### config.mk
export PLATFORM = sky130hd
export DESIGN_NAME = oht_dec_pipe
export DESIGN_NICKNAME = d
export VERILOG_FILES = /design/src/rtl/oht_dec_pipe.sv
export SDC_FILE = /design/constraint.sdc
export NUM_CORES = 2
export LEC_CHECK = 0
export CAP_MARGIN = 20
export CORE_AREA = 5 5 401 403
export CTS_CLUSTER_SIZE = 28
export DETAILED_ROUTE_END_ITERATION = 10
export DIE_AREA = 0 0 406 408
export HOLD_SLACK_MARGIN = 0.1
export SETUP_SLACK_MARGIN = 0.15
export SLEW_MARGIN = 10
export SYNTH_ARGS = -nofsm -noshare
export SYNTH_HDL_FRONTEND = slang
export SYNTH_SLANG_ARGS = --single-unit
### constraint.sdc
create_clock -name clk -period 3.05 [get_ports clk]
set_input_delay 0.4575 -clock clk [delete_from_list [all_inputs] [get_ports clk]]
set_output_delay 0.4575 -clock clk [all_outputs]
set_load 0.05 [all_outputs]
### src/rtl/oht_dec_pipe.sv
// oht_dec_pipe: pipelined binary-index to one-hot decoder.
//
// Turns an LW-bit index into a W-bit vector with exactly bit in_bin set. The decode
// is split in two levels: the top two index bits select one of four W/4 quarters
// (coarse), the remaining LW-2 bits pick the bit inside that quarter (fine). With
// PIPE=1 a register stage (S1) sits between the two levels; S2 always registers
// the final vector. Valid/ready on both sides with bubble-collapsing advance.
//
// Ports:
//   clk      in   clock, rising edge
//   rst      in   asynchronous reset, active low
//   in_bin   in   [LW-1:0] index to decode, sampled only on in_vld & in_rdy
//   in_vld   in   in_bin valid
//   in_rdy   out  decoder can take in_bin this cycle
//   out_oht  out  [W-1:0] one-hot result (zero while out_vld=0)
//   out_vld  out  out_oht valid
//   out_rdy  in   downstream takes out_oht this cycle
module oht_dec_pipe #(
  parameter int unsigned W    = 1024,
  parameter int unsigned LW   = 10,
  parameter int unsigned PIPE = 1
) (
  input  logic          clk,
  input  logic          rst,
  input  logic [LW-1:0] in_bin,
  input  logic          in_vld,
  output logic          in_rdy,
  output logic [W-1:0]  out_oht,
  output logic          out_vld,
  input  logic          out_rdy
);

  localparam int unsigned Q = W / 4;

  logic [3:0]    grp_dec;    // coarse decode of the incoming index
  logic [3:0]    stg_grp;    // coarse result feeding the fine level
  logic [LW-3:0] stg_low;    // low index bits feeding the fine level
  logic          stg_vld;
  logic          s2_adv;
  logic [Q-1:0]  fine;
  logic [W-1:0]  out_oht_d;
  logic [W-1:0]  out_oht_q;
  logic          out_vld_q;

  always_comb begin
    grp_dec = '0;
    grp_dec[in_bin[LW-1:LW-2]] = 1'b1;
  end

  assign s2_adv = !out_vld_q || out_rdy;

  if (PIPE != 0) begin : g_s1
    logic [3:0]    grp_q;
    logic [LW-3:0] low_q;
    logic          s1_vld_q;
    logic          s1_adv;

    assign s1_adv = !s1_vld_q || s2_adv;
    assign in_rdy = s1_adv;

    // A bubble loads zero data so S2 emits an all-zero vector when it drains.
    always_ff @(posedge clk or negedge rst) begin
      if (!rst) begin
        grp_q    <= '0;
        low_q    <= '0;
        s1_vld_q <= 1'b0;
      end else if (s1_adv) begin
        s1_vld_q <= in_vld;
        grp_q    <= in_vld ? grp_dec : 4'b0000;
        low_q    <= in_vld ? in_bin[LW-3:0] : '0;
      end
    end

    assign stg_grp = grp_q;
    assign stg_low = low_q;
    assign stg_vld = s1_vld_q;
  end else begin : g_no_s1
    assign in_rdy  = s2_adv;
    assign stg_grp = in_vld ? grp_dec : 4'b0000;
    assign stg_low = in_bin[LW-3:0];
    assign stg_vld = in_vld;
  end

  // Fine decode is shared by all quarters; the coarse enable picks which one shows it.
  always_comb begin
    fine = '0;
    fine[stg_low] = 1'b1;
    out_oht_d = '0;
    for (int q = 0; q < 4; q++) begin
      out_oht_d[q*Q +: Q] = stg_grp[q] ? fine : '0;
    end
  end

  always_ff @(posedge clk or negedge rst) begin
    if (!rst) begin
      out_vld_q <= 1'b0;
      out_oht_q <= '0;
    end else if (s2_adv) begin
      out_vld_q <= stg_vld;
      out_oht_q <= out_oht_d;
    end
  end

  assign out_vld = out_vld_q;
  assign out_oht = out_oht_q;

endmodule
---- After elaboration in Yosys (flattened, before gate mapping) ----
Cells that the tools add are included.
cells by class
  muxes and demuxes ....................... 10
  order comparisons ....................... 4
  equality and inequality tests ........... 0
  reduce and logical (&&, ||, !) cells .... 6
  bitwise logic cells ..................... 0
  multipliers ............................. 0
  add/subtract/negate cells ............... 0
  divide/modulo/power cells ............... 0
  shift operators ......................... 0
operator list
  cell                                                         number
  two-way mux 256 bit                                          4
  less-than comparator 8 x 9 -> 1 bit (second input constant)  1
  demux 1 bit (select 8 bit)                                   1
  >= comparator 8 x 1 -> 1 bit (second input constant)         1
  two-way mux 8 bit                                            1
  two-way mux 4 bit                                            1
  less-than comparator 2 x 3 -> 1 bit (second input constant)  1
  demux 1 bit (select 2 bit)                                   1
  >= comparator 2 x 1 -> 1 bit (second input constant)         1
  logical AND 1 bit                                            2
  logical NOT 1 bit                                            2
  logical OR 1 bit                                             2
  two-way mux 1 bit                                            2
word-level totals
  register bits after elaboration ......... 1038
  output and inout bits ................... 1026
  memories kept ........................... 0
  memory bits (writable) .................. 0
  bits in latches ......................... 0
  input port bits ......................... 14
  ROM bits ................................ 0
  logic and storage cells ................. 25

---- Logic depth before layout (Yosys ltp) ----
  depth in word-level cells ............... 5
  gate-level depth with buffers ........... 7
  depth with buffers taken out ............ 3

---- Worst setup path before layout ----
No wires, ideal clock.
  kind .................................... reg2out
  from .................................... register out_vld_q (netlist: out_vld)
  to ...................................... output in_rdy
  required time ........................... 2.592 ns
  path buffers ............................ 2
  arrival ................................. 1.472 ns
  path slack .............................. 1.120 ns
  stages on the path, launching flop included .. 5
  cells stage by stage .................... dfrtp_1 -> and3b_1 -> clkbuf_1 -> buf_2 -> inv_1
on the way
  longest elaborated chain between the ends .. 3
RTL lines
  item                    line  source
  start, declared         43    logic out_vld_q;
  start signal, assigned  99    out_vld_q <= stg_vld;
  logical NOT 1 bit       50    assign s2_adv = !out_vld_q || out_rdy;
  logical OR 1 bit        50
  logical OR 1 bit        58    assign s1_adv = !s1_vld_q || s2_adv;
  end, declared           27    output logic in_rdy,
Every way passes these cells.

---- Worst setup path in the final report ----
  from .................................... register g_s1.low_q[2]
  to ...................................... register out_oht_q[540] (netlist: out_oht[540])
on the way
  longest elaborated chain between the ends .. 5
  elaborated cells on any way between the ends .. 6
  classes of those cells .................. order compare: 2; mux: 3; reduce/logical: 1
RTL lines
  item                                                                                                       line  source
  start, declared                                                                                            54    logic [LW-3:0] low_q;
  start signal, assigned                                                                                     70    low_q <= in_vld ? in_bin[LW-3:0] : '0;
  less-than comparator 8 x 9 -> 1 bit (not written as such) or >= comparator 8 x 1 -> 1 bit (tied branches)  87    fine[stg_low] = 1'b1;
  logical AND 1 bit (not written as such)                                                                    87
  two-way mux 1 bit (not written as such)                                                                    87
  demux 1 bit (select 8 bit) (*)                                                                             87
  two-way mux 256 bit (*)                                                                                    90    out_oht_d[q*Q +: Q] = stg_grp[q] ? fine : '0;
  end signal, assigned                                                                                       100   out_oht_q <= out_oht_d;
  end, declared                                                                                              42    logic [W-1:0] out_oht_q;
Mark *: on every way between the ends. The rest lies on a longest branch, timed or not.
A chain may end at the register's enable or synchronous reset.

==> impl_metrics.yaml <==
power:
  comb_power_share: 0.046
  netsw_w: 0.00708
  ir_drop_uv: 464
  totalPowerFinal_w: 0.0291
  power.clock.fraction: 0.478
  p_int_w: 0.0221
  switching_share: 0.243
  power.sequential.fraction: 0.476
  powerDensity_nw_per_um2: 536
  p_leak_nw: 22.7
floorplanning:
  die_height_um: 408
  core.rowCount: 146
  dieWidth_um: 406
  die-area_um2: 166000
  floorplan.core_area_um2: 157000
  initial_utilization: 0.239
  design.portCount: 1040
timing:
  tightestPinTransition_ns: 1.15
  finalHoldViolations: 0
  setup-violations-final: 0
  finalWorstPathRequiredPeriod_ns: 2.67
  grt_setup_unrepaired: "no"
  slew-limit-headroom: 0.231
  worst_clock_skew_ns: 0.0573
  post-route-period-util: 0.875
  setup-tns-final_ns: 0
  maxSlewViolCount: 0
  fmax_mhz: 375
final_layout:
  mostFrequentLayoutCell: "sky130_fd_sc_hd__nand2_1"
  areaGrowthSynthToFinish_pct: 44.9
  layout_common_cells: "sky130_fd_sc_hd__nand2_1 (1,103), sky130_fd_sc_hd__dfrtp_1 (1,038), sky130_fd_sc_hd__clkdlybuf4s50_1 (1,036)"
  fin_area_um2: 54300
  final_nets: 4563
  final_layout_size_suffix_gt1_frac: 0.0781
synthesis:
  ys_types: 35
  synthDominantCellAreaShare: 0.693
  muxShareOfSynthArea: 0
  post_synthesis_share_of_cell_area_spent_on_xor_and_xnor_gates: 0
  yosysWarnings: 0
  synth.ff_latch_count: 1038
  netlist_instances: 3562
  combinational_family_with_the_most_area_after_synthesis: "compound AO/OA/AOI/OAI gates"
  synth_top_flop_cell: "sky130_fd_sc_hd__dfrtp_1"
  async_flop_share: 1.00
  synth_edf_count: 0
  synthTopCellsByArea: "sky130_fd_sc_hd__dfrtp_1 (69%), sky130_fd_sc_hd__o21ai_0 (12%), sky130_fd_sc_hd__nand2_1 (11%)"
  post_synth.cell_area_avg_um2: 10.5
  yosys.area_share.adder: 0
  part_of_the_yosys_area_used_for_sequential_elements: 0.693
  post_synth_instance_area_um2: 37500
  netlist.top_cell.by_area: "sky130_fd_sc_hd__dfrtp_1"
  synth_compound_gate_area_share: 0.138
  post_synth_and_or_nand_nor_area_fraction: 0.128
  synth.net_count: 3576
worst_setup_path:
  cp_max_fo: 21
  timing.rr.end: "out_oht[540]$_DFFE_PN0P_"
  crit_arrival_ns: 3.28
  critical_path.startpoint_type: "register"
  crit_family: "flip-flops"
  crit_slowest_cell: "sky130_fd_sc_hd__dfrtp_1"
  r2r_setup_slack_ns: 0.38
  reg2reg_depth: 3
  crit_required_ns: 3.66
  crit_path_cell_trace: "and3_4 > nand2_1 > o21ai_0"
  worstReg2RegStart: "g_s1.low_q[2]$_DFFE_PN0P_"
  max_stage_delay_ns: 1.10
  setup.worst_path.end_class: "register"
  wp_buf_inv: 0
  timing.setup.critical_path_class: "reg -> reg"
cts:
  clock_tree.root_cell: "sky130_fd_sc_hd__clkbuf_16"
  tritoncts: "done"
  htree_levels: 3
  clk_pin_slew_ns: 0.06
  worst_skew_pair.late_latency_ns: 0.73
  cts_sinks: 1038
  cts_inserted_buffers: 110
  post-cts-setup-buffers: 0
  clock_path_buffers: 3
hold_path:
  hold_path_depth: 3
  hold_end: "g_s1.low_q[4]$_DFFE_PN0P_"
  hp-class: "in -> reg"
  hold_path.startpoint: "in_bin[4]"
placed_design:
  dpl-instance-area_um2: 50500
  place_hpwl_mm: 116
  place.port_buffers: 1039
  globalplace.congestion: 0.831
run:
  max_cap_violations: 0
detailed_routing:
  post-route-drc-count: 0
  avgViaCountPerCell: 4.68
  via_count: 31500
  detailedRoute.firstIterationViolations: 2399
  drt_first_pass_iters: 5
  detail-route-antenna-nets: 0
  routed_wl_mm: 167
  routedWlPerCell_um: 24.8
status:
  status: "finished clean"
global_routing:
  grt_pass1_vias: 31000
  gr-usage-met1: 0.236
  groute.layer.met2.usage: 0.328
  gr-max-usage-layer: "met2"
  grt_pass1_wl_mm: 235
  global_route.overflow_total: 0
  grt_util_all_layers: 0.195
  largest_net_degree_at_the_start_of_global_routing: 109
  antenna_found_initial: 23
  global_route.usage.met3: 0.0472
==> final cells by class <==
cell class                      instances  area (um2)
Fill cell                           16000      103000
Multi-Input combinational cell       2219       10100
Clock buffer                          156        3280
Antenna cell                           13        32.5
Inverter                                2        7.51
Timing Repair Buffer                 1178       11900
Sequential cell                      1038       26000
Clock inverter                         45         513
Tap cell                             2072        2590
==> worst reg2reg max path, stage by stage, from the launching register on <==
cell and delay [ns]:
sky130_fd_sc_hd__dfrtp_1 1.10, sky130_fd_sc_hd__and3_4 0.35, sky130_fd_sc_hd__nand2_1 0.68, sky130_fd_sc_hd__o21ai_0 0.48
==> how the worst max path moves through the flow <==
| stage | to | depth (start not counted) | from |
|---|---|---|---|
| after floorplan | in_rdy | 4 | out_vld$_DFFE_PN0P_ |
| after global placement | out_oht[582]$_DFFE_PN0P_ | 6 | out_rdy |
| after detailed placement | out_oht[583]$_DFFE_PN0P_ | 6 | out_rdy |
| after CTS | out_oht[540]$_DFFE_PN0P_ | 3 | g_s1.low_q[3]$_DFFE_PN0P_ |
| after global routing | out_oht[556]$_DFFE_PN0P_ | 3 | g_s1.low_q[3]$_DFFE_PN0P_ |
| final | out_oht[540]$_DFFE_PN0P_ | 3 | g_s1.low_q[2]$_DFFE_PN0P_ |
==> state kept, by name, indices dropped and copies added, names as in the netlist <==
name,count
out_vld,1
out_oht,1024
g_s1.low_q,8
g_s1.s1_vld_q,1
g_s1.grp_q,4
==> logic make-up (layout without fill, tap and decap cells) <==
| group | after synthesis | in the layout |
|---|---|---|
| and+or+nand+nor | 1183 | 1183 |
| DFF | 1038 | 1038 |
| AOI/OAI and AO/OA | 1036 | 1036 |
| buffers and inverters | 305 | 1381 |
| other | 0 | 13 |
==> synthesized netlist by cell type (7+ instances only) <==
cell type,n
sky130_fd_sc_hd__nand2_1,1104
sky130_fd_sc_hd__dfrtp_1,1038
sky130_fd_sc_hd__o21ai_0,891
sky130_fd_sc_hd__o21ai_1,142
sky130_fd_sc_hd__clkbuf_1,115
sky130_fd_sc_hd__buf_2,100
sky130_fd_sc_hd__clkbuf_2,36
sky130_fd_sc_hd__nand3_1,25
sky130_fd_sc_hd__buf_6,21
sky130_fd_sc_hd__buf_1,17
sky130_fd_sc_hd__buf_4,12
sky130_fd_sc_hd__and3b_1,9
sky130_fd_sc_hd__nand3_2,7
==> routing by layer <==
| layer | vias up | wire, um |
|---|---|---|
| met5 | - | 40 |
| met4 | 4 | 8080 |
| met3 | 319 | 11700 |
| met2 | 1257 | 81800 |
| met1 | 16200 | 65500 |
| li1 | 13700 | - |
==> timing repair <==
| action | CTS | global route |
|---|---|---|
| hold buffers | 1 | 0 |
| resized for setup | 0 | 0 |
| hold endpoints to repair | 20 | 0 |
==> metrics by stage <==
stage / setup slack [ns] / hold WS (ns) / utilization / cells
after floorplan: 1.12 / 0.162 / - / 3562
after global placement: 0.377 / 0.461 / 0.322 / 6508
after detailed placement: 0.339 / 0.469 / 0.322 / 6508
after CTS: 0.375 / 0.258 / 0.346 / 6710
after global routing: 0.280 / 0.302 / 0.346 / 6717
final: 0.380 / 0.342 / 0.346 / 6723
==> power by group through the flow <==
| stage | Clock [W] | Sequential [W] | Combinational [W] |
|---|---|---|---|
| 6_report | 0.0139 | 0.0139 | 0.00135 |
| 5_1_grt | 0.0148 | 0.0139 | 0.00147 |
| 2_1_floorplan | 0 | 0.0141 | 0.000585 |
| 4_1_cts | 0.0142 | 0.0139 | 0.00138 |
| 3_3_place_gp | 0 | 0.0141 | 0.00137 |
| 3_5_place_dp | 0 | 0.0141 | 0.00138 |
Note: power is estimated with default switching activity, not from simulation.
